<file path="src/rtl/mem_arb_pkg.sv">
// Shared types for the unified-memory port arbiter: FSM states, grant
// encoding and the load byte-enable constant.
package mem_arb_pkg;

    typedef enum logic [1:0] {
        IDLE    = 2'd0,
        BUSY_IF = 2'd1,
        BUSY_D  = 2'd2
    } arb_state_t;

    typedef enum logic [1:0] {
        GNT_NONE = 2'd0,
        GNT_IF   = 2'd1,
        GNT_D    = 2'd2
    } grant_t;

    localparam logic [3:0] WE_LOAD = 4'b0000;

endpackage

</file>
<file path="src/rtl/mem_port_arbiter.sv">
// Arbitrates the single-ported unified memory between instruction fetch and
// load/store, holding each access until m_ack and raising core_stall meanwhile.
//
// Handshake: a requester holds x_req with a stable payload until its one-cycle
// x_ready pulse; holding x_req high in the following cycle is a new request.
// The memory side sees m_req held with a stable payload until a one-cycle m_ack.
module mem_port_arbiter
    import mem_arb_pkg::*;
#(
    parameter int MAX_D_STREAK = 4
) (
    input  logic        clk,
    input  logic        rst_n,
    input  logic        if_req,
    input  logic [31:0] if_addr,
    output logic [31:0] if_rdata,
    output logic        if_ready,
    input  logic        d_req,
    input  logic [3:0]  d_we,
    input  logic [31:0] d_addr,
    input  logic [31:0] d_wdata,
    output logic [31:0] d_rdata,
    output logic        d_ready,
    output logic        m_req,
    output logic [3:0]  m_we,
    output logic [31:0] m_addr,
    output logic [31:0] m_wdata,
    input  logic [31:0] m_rdata,
    input  logic        m_ack,
    output logic        core_stall,
    output logic [1:0]  dbg_state,
    output logic [3:0]  dbg_streak
);

    localparam logic [3:0] STREAK_MAX = 4'(MAX_D_STREAK);

    arb_state_t  state_q, state_d;
    grant_t      grant;
    logic [3:0]  streak_q;
    logic [3:0]  m_we_q;
    logic [31:0] m_addr_q;
    logic [31:0] m_wdata_q;

    // Data wins ties until it has starved a pending fetch MAX_D_STREAK times.
    always_comb begin
        grant = GNT_NONE;
        if (state_q == IDLE) begin
            if (d_req && (!if_req || (streak_q != STREAK_MAX))) begin
                grant = GNT_D;
            end else if (if_req) begin
                grant = GNT_IF;
            end
        end
    end

    always_comb begin
        state_d = state_q;
        case (state_q)
            IDLE: begin
                if (grant == GNT_D) begin
                    state_d = BUSY_D;
                end else if (grant == GNT_IF) begin
                    state_d = BUSY_IF;
                end
            end
            BUSY_IF, BUSY_D: begin
                if (m_ack) begin
                    state_d = IDLE;
                end
            end
            default: state_d = IDLE;
        endcase
    end

    always_ff @(posedge clk or negedge rst_n) begin
        if (!rst_n) begin
            state_q <= IDLE;
        end else begin
            state_q <= state_d;
        end
    end

    always_ff @(posedge clk or negedge rst_n) begin
        if (!rst_n) begin
            m_we_q    <= WE_LOAD;
            m_addr_q  <= 32'd0;
            m_wdata_q <= 32'd0;
        end else if (grant == GNT_D) begin
            m_we_q    <= d_we;
            m_addr_q  <= d_addr;
            m_wdata_q <= d_wdata;
        end else if (grant == GNT_IF) begin
            m_we_q    <= WE_LOAD;
            m_addr_q  <= if_addr;
            m_wdata_q <= 32'd0;
        end
    end

    // Counts data grants taken while a fetch waited; saturates at the limit.
    always_ff @(posedge clk or negedge rst_n) begin
        if (!rst_n) begin
            streak_q <= 4'd0;
        end else if (grant == GNT_IF) begin
            streak_q <= 4'd0;
        end else if ((grant == GNT_D) && if_req && (streak_q < STREAK_MAX)) begin
            streak_q <= streak_q + 4'd1;
        end
    end

    always_comb begin
        m_req      = (state_q != IDLE);
        m_we       = m_we_q;
        m_addr     = m_addr_q;
        m_wdata    = m_wdata_q;
        if_ready   = (state_q == BUSY_IF) && m_ack;
        d_ready    = (state_q == BUSY_D) && m_ack;
        if_rdata   = if_ready ? m_rdata : 32'd0;
        d_rdata    = d_ready ? m_rdata : 32'd0;
        core_stall = (if_req && !if_ready) || (d_req && !d_ready);
        dbg_state  = state_q;
        dbg_streak = streak_q;
    end

endmodule
</file>
<file path="config.mk">
export PLATFORM = sky130hd
export DESIGN_NAME = mem_port_arbiter
export DESIGN_NICKNAME = d
export VERILOG_FILES = /design/src/rtl/mem_arb_pkg.sv /design/src/rtl/mem_port_arbiter.sv
export SDC_FILE = /design/constraint.sdc
export NUM_CORES = 1
export LEC_CHECK = 0
export ABC_AREA = 1
export CAP_MARGIN = 5
export CORE_AREA = 2 2 108 110
export CTS_CLUSTER_DIAMETER = 200
export DETAILED_ROUTE_END_ITERATION = 8
export DIE_AREA = 0 0 110 112
export GPL_TIMING_DRIVEN = 0
export PLACE_DENSITY = 0.88
export SLEW_MARGIN = 20
export SYNTH_ARGS = -nofsm -noshare
export SYNTH_HDL_FRONTEND = slang
export SYNTH_SLANG_ARGS = --single-unit
</file>
<file path="constraint.sdc">
create_clock -name clk -period 2.7 [get_ports clk]
set_input_delay 0.81 -clock clk [delete_from_list [all_inputs] [get_ports clk]]
set_output_delay 0.81 -clock clk [all_outputs]
set_load 0.01 [all_outputs]
</file>
==> results of run 1 <==
per-layer routing:
metal  up-vias  global-route usage  part of all wire
met1      1975              0.2467              0.36
met3        24             0.06382             0.082
li1       2134                   -                 -
met5         -                   0                 0
met4         0             0.08101             0.025
met2       183              0.4319              0.53
Yosys cell counts, drive strengths merged:
library cell / count / share of area
o21ai: 1 / 0.0013
dfrtp: 74 / 0.48
a21oi: 65 / 0.084
buf: 32 / 0.064
ha: 7 / 0.022
nand2: 129 / 0.12
nor2: 99 / 0.095
nand4: 3 / 0.0048
nand3: 42 / 0.080
inv: 50 / 0.049
area by class of cell:
cell class | count | area, sq um | area share
clock buffers | 10 | 239.0 | 0.03356
plain buffers | 32 | 257.7 | 0.03620
flip-flops and latches | 74 | 1852 | 0.2601
multi-input cells | 346 | 1620 | 0.2276
clock inverters | 5 | 53.80 | 0.007556
repair buffers | 279 | 2726 | 0.3829
inverters | 50 | 192.7 | 0.02706
well taps | 143 | 178.9 | 0.02513
registers in the layout, indices dropped and copies added, names as in the netlist:
signal and count:
m_addr 32, m_wdata 32, dbg_streak 4, m_we 4
dbg_state 2
logic make-up after synthesis:
group / after synthesis
buf+inv: 82
fa+ha+maj: 7
simple gates: 273
compound gates: 66
flops: 74
report_power, final:
part | internal, mW | switching [mW] | leakage, nW | total, mW
registers | 1.61 | 0.285 | 0.923 | 1.90
clock network | 0.734 | 0.461 | 0.148 | 1.19
logic | 1.82 | 1.89 | 2.65 | 3.71
worst min-delay path by stage:
stage / to / slack (ps) / cells after the start
5_1_grt: m_addr[26]$_DFFE_PN0P_ / 420 / 1
6_report: m_addr[13]$_DFFE_PN0P_ / 400 / 1
3_3_place_gp: m_wdata[29]$_DFFE_PN0P_ / 460 / 2
3_5_place_dp: m_wdata[27]$_DFFE_PN0P_ / 460 / 2
2_1_floorplan: dbg_state[0]$_DFFE_PN0P_ / 510 / 0
4_1_cts: m_addr[10]$_DFFE_PN0P_ / 410 / 1
through the flow:
step	setup TNS (ps)	cells	cell area, sq um	power, mW
finish	0	939	7121	6.800
global route	0	939	7121	7.274
CTS	0	939	7118	6.862
detailed placement	-33740	924	6882	5.686
global placement	-165960	923	6857	5.604
floorplan	0	502	3895	3.733
what timing repair did:
action                     CTS  global route
setup endpoints to repair   67             1
hold buffers                 0             0
pin swaps                    1             0
gates resized for setup     80             1
cloned                       0             0
==> impl_metrics.json, run 1 <==
{
  "worst_pin_slew_ps": 399.3,
  "crit_chain": "clkdlybuf4s15_2 -> nand2_4 -> buf_2 -> nor2_1 -> dlygate4sd2_1",
  "cap_violations": 0,
  "fin_nets": 936,
  "yosysUniqueCellTypes": 16,
  "final_common_cell": "clkdlybuf4s50_1",
  "vias": 4316,
  "final_layout_size_suffix_gt1_frac": 0.09548,
  "synthMuxAreaShare": 0,
  "slew_viol_final": 0,
  "ant_nets": 0,
  "first_iter_violations": 215,
  "via_per_inst": 4.596,
  "htree_num_levels": 3,
  "num-fill-cells": 972,
  "holdWs_ps": 401.6,
  "yosysSeqAreaShare": 0.4754,
  "clkTransAtPathRegs_ps": 60,
  "cellPowerDensity_nw_per_um2": 955.0,
  "antenna_found_initial": 0,
  "path_buf_inv": 3,
  "fmax_ghz": 0.3895,
  "worst-r2r-cell-count": 11,
  "die-area_sq_um": 12320,
  "cts_sinks": 74,
  "start_util": 0.3486,
  "max_stage_delay_ps": 280,
  "numCtsBuffers": 9,
  "overflow": 0,
  "cts_setup_buffers": 0,
  "slew_headroom": 0.7338,
  "synth_top_family_by_area": "simple AND/OR/NAND/NOR gates",
  "wirelength_microns": 14420,
  "crit_start": "m_ack",
  "die_y_microns": 112,
  "rsz0062_at_grt": "false",
  "clockBufferDepth": 2,
  "leakage_nw": 3.724,
  "synth_xor_xnor_area_share": 0,
  "synth_fa_ha_area_frac": 0.02249,
  "yosys.area_share.simple": 0.3042,
  "r2r_start": "dbg_state[0]$_DFFE_PN0P_",
  "status": "completed",
  "mostFrequentLayoutCells": "clkdlybuf4s50_1 (207), nand2_1 (127), nor2_1 (99)",
  "synth.avg_cell_area_sq_um": 7.759,
  "core-area_sq_um": 11170,
  "dieWidth_microns": 110,
  "cp.required_ps": 1890,
  "hold_path.class": "primary input to async pin",
  "syn-num-nets": 646,
  "clk_latency_ps": 330,
  "regToRegEndpoint": "m_addr[16]$_DFFE_PN0P_",
  "worst-path-max-fanout": 10,
  "grt_use_total": 0.2328,
  "drtPass1Iterations": 4,
  "grt_pass1_vias": 4213,
  "synth_area_sq_um": 3895,
  "crit_family": "buffers and inverters",
  "r2r_slack_ps": 610,
  "vdd_drop_max_mv": 0.5285,
  "crit_end": "if_rdata[3]",
  "routedWlPerCell_microns": 15.36,
  "worstPathArrival_ps": 1760,
  "syn_inst": 502,
  "cts_tree": "built",
  "finClkSkew_ps": 8.537,
  "period_share": 0.9509,
  "cp.depth": 5,
  "endpoint_kind": "primary output",
  "drc_errors": 0,
  "synth_compound_area_frac": 0.08481,
  "io_pins": 279,
  "rows": 39,
  "grt_max_degree": 47,
  "fin_ws_ps": 132.7,
  "start_kind": "primary input",
  "critPathKind": "primary input to primary output",
  "antennaDiodeCount": 0,
  "area_growth_pct": 82.81,
  "crit_slowest_cell": "dlygate4sd2_1",
  "hold_viol_final": 0,
  "grt_pass1_wl_microns": 21840,
  "gp_congestion": 0.8470,
  "utilization": 0.6372,
  "place_ws_ps": -584.0,
  "clockRootBuffer": "clkbuf_16",
  "port_buffers": 278,
  "setup_viol": 0,
  "hpwlAfterDp_microns": 11370,
  "finalCriticalPeriod_ps": 2567,
  "synth_warnings": 0,
  "ys_seq_elements": 74
}
(Power assumes the default switching activity.)
==> run 2: changes to the inputs <==
- CTS_CLUSTER_SIZE: not set -> 30
- PLACE_DENSITY: 0.88 -> 0.87
==> run 2 against run 1 <==
  * Non-clock buffer count up 3
  * Via count up 1.0%
  * Design area up 0.58%
  * Global-route usage up 0.79 points
  * Register-to-register slack better by 20 ps
  * Power up 1.5%
  * Combinational power about the same
  * First-iteration DRC count down 27%
  * Hold slack worse by 14 ps
  * Largest power group unchanged
==> impl_metrics.json, run 2 (same netlist as run 1, synthesis figures left out) <==
{
  "clkTransAtPathRegs_ps": 60,
  "start_kind": "primary input",
  "hold_buffers": 0,
  "max_stage_delay_ps": 280,
  "vias": 4360,
  "hold_path.class": "primary input to async pin",
  "finalCriticalPeriod_ps": 2626,
  "hpwlAfterDp_microns": 11490,
  "antenna_found_initial": 4,
  "vdd_drop_max_mv": 0.5162,
  "status": "completed",
  "crit_slowest_cell": "dlygate4sd2_1",
  "fin_nets": 939,
  "die_y_microns": 112,
  "power_mw": 6.902,
  "clockRootBuffer": "clkbuf_16",
  "worst-path-max-fanout": 10,
  "grt_use_total": 0.2407,
  "p_int_mw": 4.256,
  "clockBufferDepth": 2,
  "htree_num_levels": 3,
  "grt_pass1_wl_microns": 22610,
  "cp.required_ps": 1890,
  "finClkSkew_ps": 7.183,
  "final_common_cell": "clkdlybuf4s50_1",
  "mostFrequentLayoutCells": "clkdlybuf4s50_1 (209), nand2_1 (127), nor2_1 (99)",
  "rows": 39,
  "area_growth_pct": 83.87,
  "start_util": 0.3486,
  "fin_area_sq_um": 7162,
  "cap_violations": 0,
  "grt_pass1_vias": 4353,
  "worst_pin_slew_ps": 379.2,
  "cts_tree": "built",
  "routedWlPerCell_microns": 15.40,
  "clk_latency_ps": 330,
  "gp_congestion": 0.8201,
  "clkPwrFrac": 0.187,
  "hold_viol_final": 0,
  "crit_chain": "clkdlybuf4s15_2 -> nand2_2 -> buf_4 -> buf_4 -> nor2_1 -> dlygate4sd2_1",
  "endpoint_kind": "primary output",
  "setup_viol": 0,
  "path_buf_inv": 4,
  "wirelength_microns": 14580,
  "cp_common_cell": "buf_4",
  "overflow": 0,
  "fmax_ghz": 0.3808,
  "ant_nets": 0,
  "via_per_inst": 4.604,
  "switching_power_mw": 2.646,
  "placed_cell_area_sq_um": 6882,
  "cellPowerDensity_nw_per_um2": 963.7,
  "rsz0062_at_grt": "false",
  "final_layout_size_suffix_gt1_frac": 0.1013,
  "slew_headroom": 0.7472,
  "port_buffers": 278,
  "period_share": 0.9726,
  "finalSetupTns_ps": 0,
  "slew_viol_final": 0,
  "worstPathArrival_ps": 1820,
  "core-area_sq_um": 11170,
  "dieWidth_microns": 110,
  "crit_family": "buffers and inverters",
  "numCtsBuffers": 9,
  "leakage_nw": 3.708,
  "cts_sinks": 74,
  "io_pins": 279,
  "power.share.combinational": 0.538,
  "drtPass1Iterations": 5,
  "critPathKind": "primary input to primary output",
  "p_seq_frac": 0.275,
  "num-fill-cells": 972,
  "first_iter_violations": 158,
  "p_sw_frac": 0.3834,
  "drc_errors": 0,
  "grt_max_degree": 50,
  "die-area_sq_um": 12320
}
==> run 2: path summary, 6_finish.rpt <==
path                                              to                      from  slack (ps)  cells past startpoint
max in group asynchronous  dbg_streak[2]$_DFFE_PN0P_                     rst_n        1730                      2
max                                       d_rdata[8]                     m_ack          70                      6
min reg2reg                  m_wdata[22]$_DFFE_PN0P_   m_wdata[22]$_DFFE_PN0P_         480                      2
min in group clk             m_wdata[22]$_DFFE_PN0P_   m_wdata[22]$_DFFE_PN0P_         480                      2
min                           m_addr[15]$_DFFE_PN0P_                     rst_n         390                      1
max reg2reg                  m_wdata[10]$_DFFE_PN0P_  dbg_state[1]$_DFFE_PN0P_         630                     12
==> run 2: per-layer routing <==
metal / up-vias / global-route usage / share of wire
li1: 2151 / - / -
met1: 2004 / 0.2613 / 0.36
met2: 181 / 0.4360 / 0.54
met3: 24 / 0.05094 / 0.078
met4: 0 / 0.1131 / 0.023
met5: - / 0 / 0
==> run 2: final cells by class <==
class | instances | area [sq um] | area share
clock buffer | 10 | 229.0 | 0.03197
inverter | 50 | 192.7 | 0.02690
sequential | 74 | 1852 | 0.2586
multi-input combinational | 346 | 1608 | 0.2245
antenna | 4 | 10.01 | 0.001398
buffer | 32 | 262.8 | 0.03669
clock inverter | 6 | 90.09 | 0.01258
tap | 143 | 178.9 | 0.02498
timing repair buffer | 282 | 2739 | 0.3824
==> run 2: through the flow <==
step           worst slack, ps  instances  utilization  hold WS (ps)
6_report                 74.00        947       0.6409         387.2
5_1_grt                  3.331        947       0.6409         413.0
4_1_cts                  70.61        943       0.6408         390.0
3_5_place_dp            -537.1        924       0.6158         464.8
3_3_place_gp             -1854        923       0.6136         461.8
2_1_floorplan            632.4        502            -         511.5
==> run 2: power by group through the flow <==
stage | sequential [mW] | clock [mW] | combinational (mW)
2_1_floorplan | 2.12 | 0 | 1.61
3_3_place_gp | 1.88 | 0 | 3.74
3_5_place_dp | 1.91 | 0 | 3.80
4_1_cts | 1.90 | 1.31 | 3.77
5_1_grt | 1.96 | 1.36 | 4.08
6_report | 1.90 | 1.29 | 3.72
==> run 2: timing repair <==
action / CTS / global route
endpoints found under the hold margin: 0 / 0
gates resized for setup: 78 / 8
pin swaps: 2 / 0
setup endpoints to repair: 67 / 5
setup buffers: 3 / 0
==> RTL change: new RTL, settings of run 1 <==
Put a register stage on the output `dbg_streak`, cleared by the reset. The value now appears one clock later. The other outputs are not delayed to match.
--- a/src/rtl/mem_port_arbiter.sv
+++ b/src/rtl/mem_port_arbiter.sv
@@ -33,6 +33,8 @@
 );
 
     localparam logic [3:0] STREAK_MAX = 4'(MAX_D_STREAK);
+
+    logic [3:0] dbg_streak_d;
 
     arb_state_t  state_q, state_d;
     grant_t      grant;
@@ -118,7 +120,15 @@
         d_rdata    = d_ready ? m_rdata : 32'd0;
         core_stall = (if_req && !if_ready) || (d_req && !d_ready);
         dbg_state  = state_q;
-        dbg_streak = streak_q;
+        dbg_streak_d = streak_q;
+    end
+
+    always_ff @(posedge clk or negedge rst_n) begin
+        if (!rst_n) begin
+            dbg_streak <= '0;
+        end else begin
+            dbg_streak <= dbg_streak_d;
+        end
     end
 
 endmodule
Check against the original RTL: not equivalent (Yosys sat finds a counterexample within 4 cycles, from zero or initial values and one cycle with rst_n low).
==> RTL change against run 1 <==
  * Critical path depth is 1 lower
  * Register-to-register slack is essentially flat
  * Final area rose by 2.2%
  * Utilization grew 1.4 points
  * Area after synthesis is 2.6% higher
  * Worst setup slack got worse by 0.044 ns
  * Sequential cell count up 4
  * Count of clock-buffer cells in the layout grew 2
  * Sequential share of layout area increased by 0.81 points
  * First-iteration DRC count decreased by 6.5%
  * Hold slack better by 0.0085 ns
  * Wire length up 4.7%
  * Total power grew 3.4%
  * Highest routed layer unchanged
==> RTL change: results (changes against run 1) <==
| Metric | Value |
|---|---|
| Status | complete, no violations (unchanged) |
| Synth Area in Adders | 2.19% (was 2.25%) |
| Fin nets | 944 (was 936) |
| Worst Path Max Fanout | 4 (was 10) |
| Layout cell share with drive strength beyond 1 | 9.70% (was 9.55%) |
| Diodes inserted | 3 (was 0) |
| P_clk | 1.30 mW (was 1.19 mW) |
| M2 GR Usage | 46.0% (was 43.2%) |
| ClkCell Share | 4.33% (was 4.11%) |
| Synthesized Nets | 650 (was 646) |
| Post-detail-place hpwl | 11800 µm (was 11400 µm) |
| CP arrival | 1.80 ns (was 1.76 ns) |
| Met3 WL | 1160 µm (was 1180 µm) |
| Placed cell count | 928 (was 924) |
| Switching share of total power | 37.7% (was 38.7%) |
| Type of the tightest min-delay check | register to register (was input pin to asynchronous set/reset pin) |
| Reg power frac | 28.1% (was 27.9%) |
| Complex-gate fraction of the synthesized area | 8.27% (was 8.48%) |
| Initial antenna violation count | 3 (was 0) |
| Crit path to | core_stall (was if_rdata[3]) |
| Met2 WL post-DR | 7960 µm (was 7700 µm) |
| Clock skew | 0.00637 ns (was 0.00854 ns) |
| Rel. slew slack | 66.8% (was 73.4%) |
| GPL Wtd Cong | 0.821 (was 0.847) |
| DRT iter0 DRCs | 201 (was 215) |
| Worst Reg-to-Reg Cells | 12 (was 11) |
| Wl on met1 | 5410 µm (was 5180 µm) |
| Post-CTS setup repair buffer count | 3 (was 0) |
| Vias per inst | 4.70 (was 4.60) |
| Area of the multi-input gates | 1610 µm² (was 1620 µm²) |
-- RTL change: changes by cell type after synthesis, sizes merged --
cell and change:
dfrtp +4
-- RTL change: cells by family after synthesis --
group,after synthesis
and+or+nand+nor,273
adders and majority gates,7
AOI/OAI and AO/OA,66
DFF,78
buffers and inverters,82
-- RTL change: worst min path at each step --
stage	depth (start not counted)	slack (ns)	end	from
after floorplan	0	0.37	dbg_streak[3]	dbg_streak_d[3]
after CTS	0	0.41	dbg_streak[3]	dbg_streak_d[3]
after detailed placement	0	0.39	dbg_streak[3]	dbg_streak_d[3]
after global routing	0	0.43	dbg_streak[3]	dbg_streak_d[3]
after global placement	0	0.40	dbg_streak[3]	dbg_streak_d[3]
final	0	0.41	dbg_streak[3]	dbg_streak_d[3]
-- RTL change: critical path, stage by stage --
cell	delay (ns)
clkdlybuf4s50_1	0.56
nand2_1	0.07
nand2_1	0.08
dlygate4sd2_1	0.27
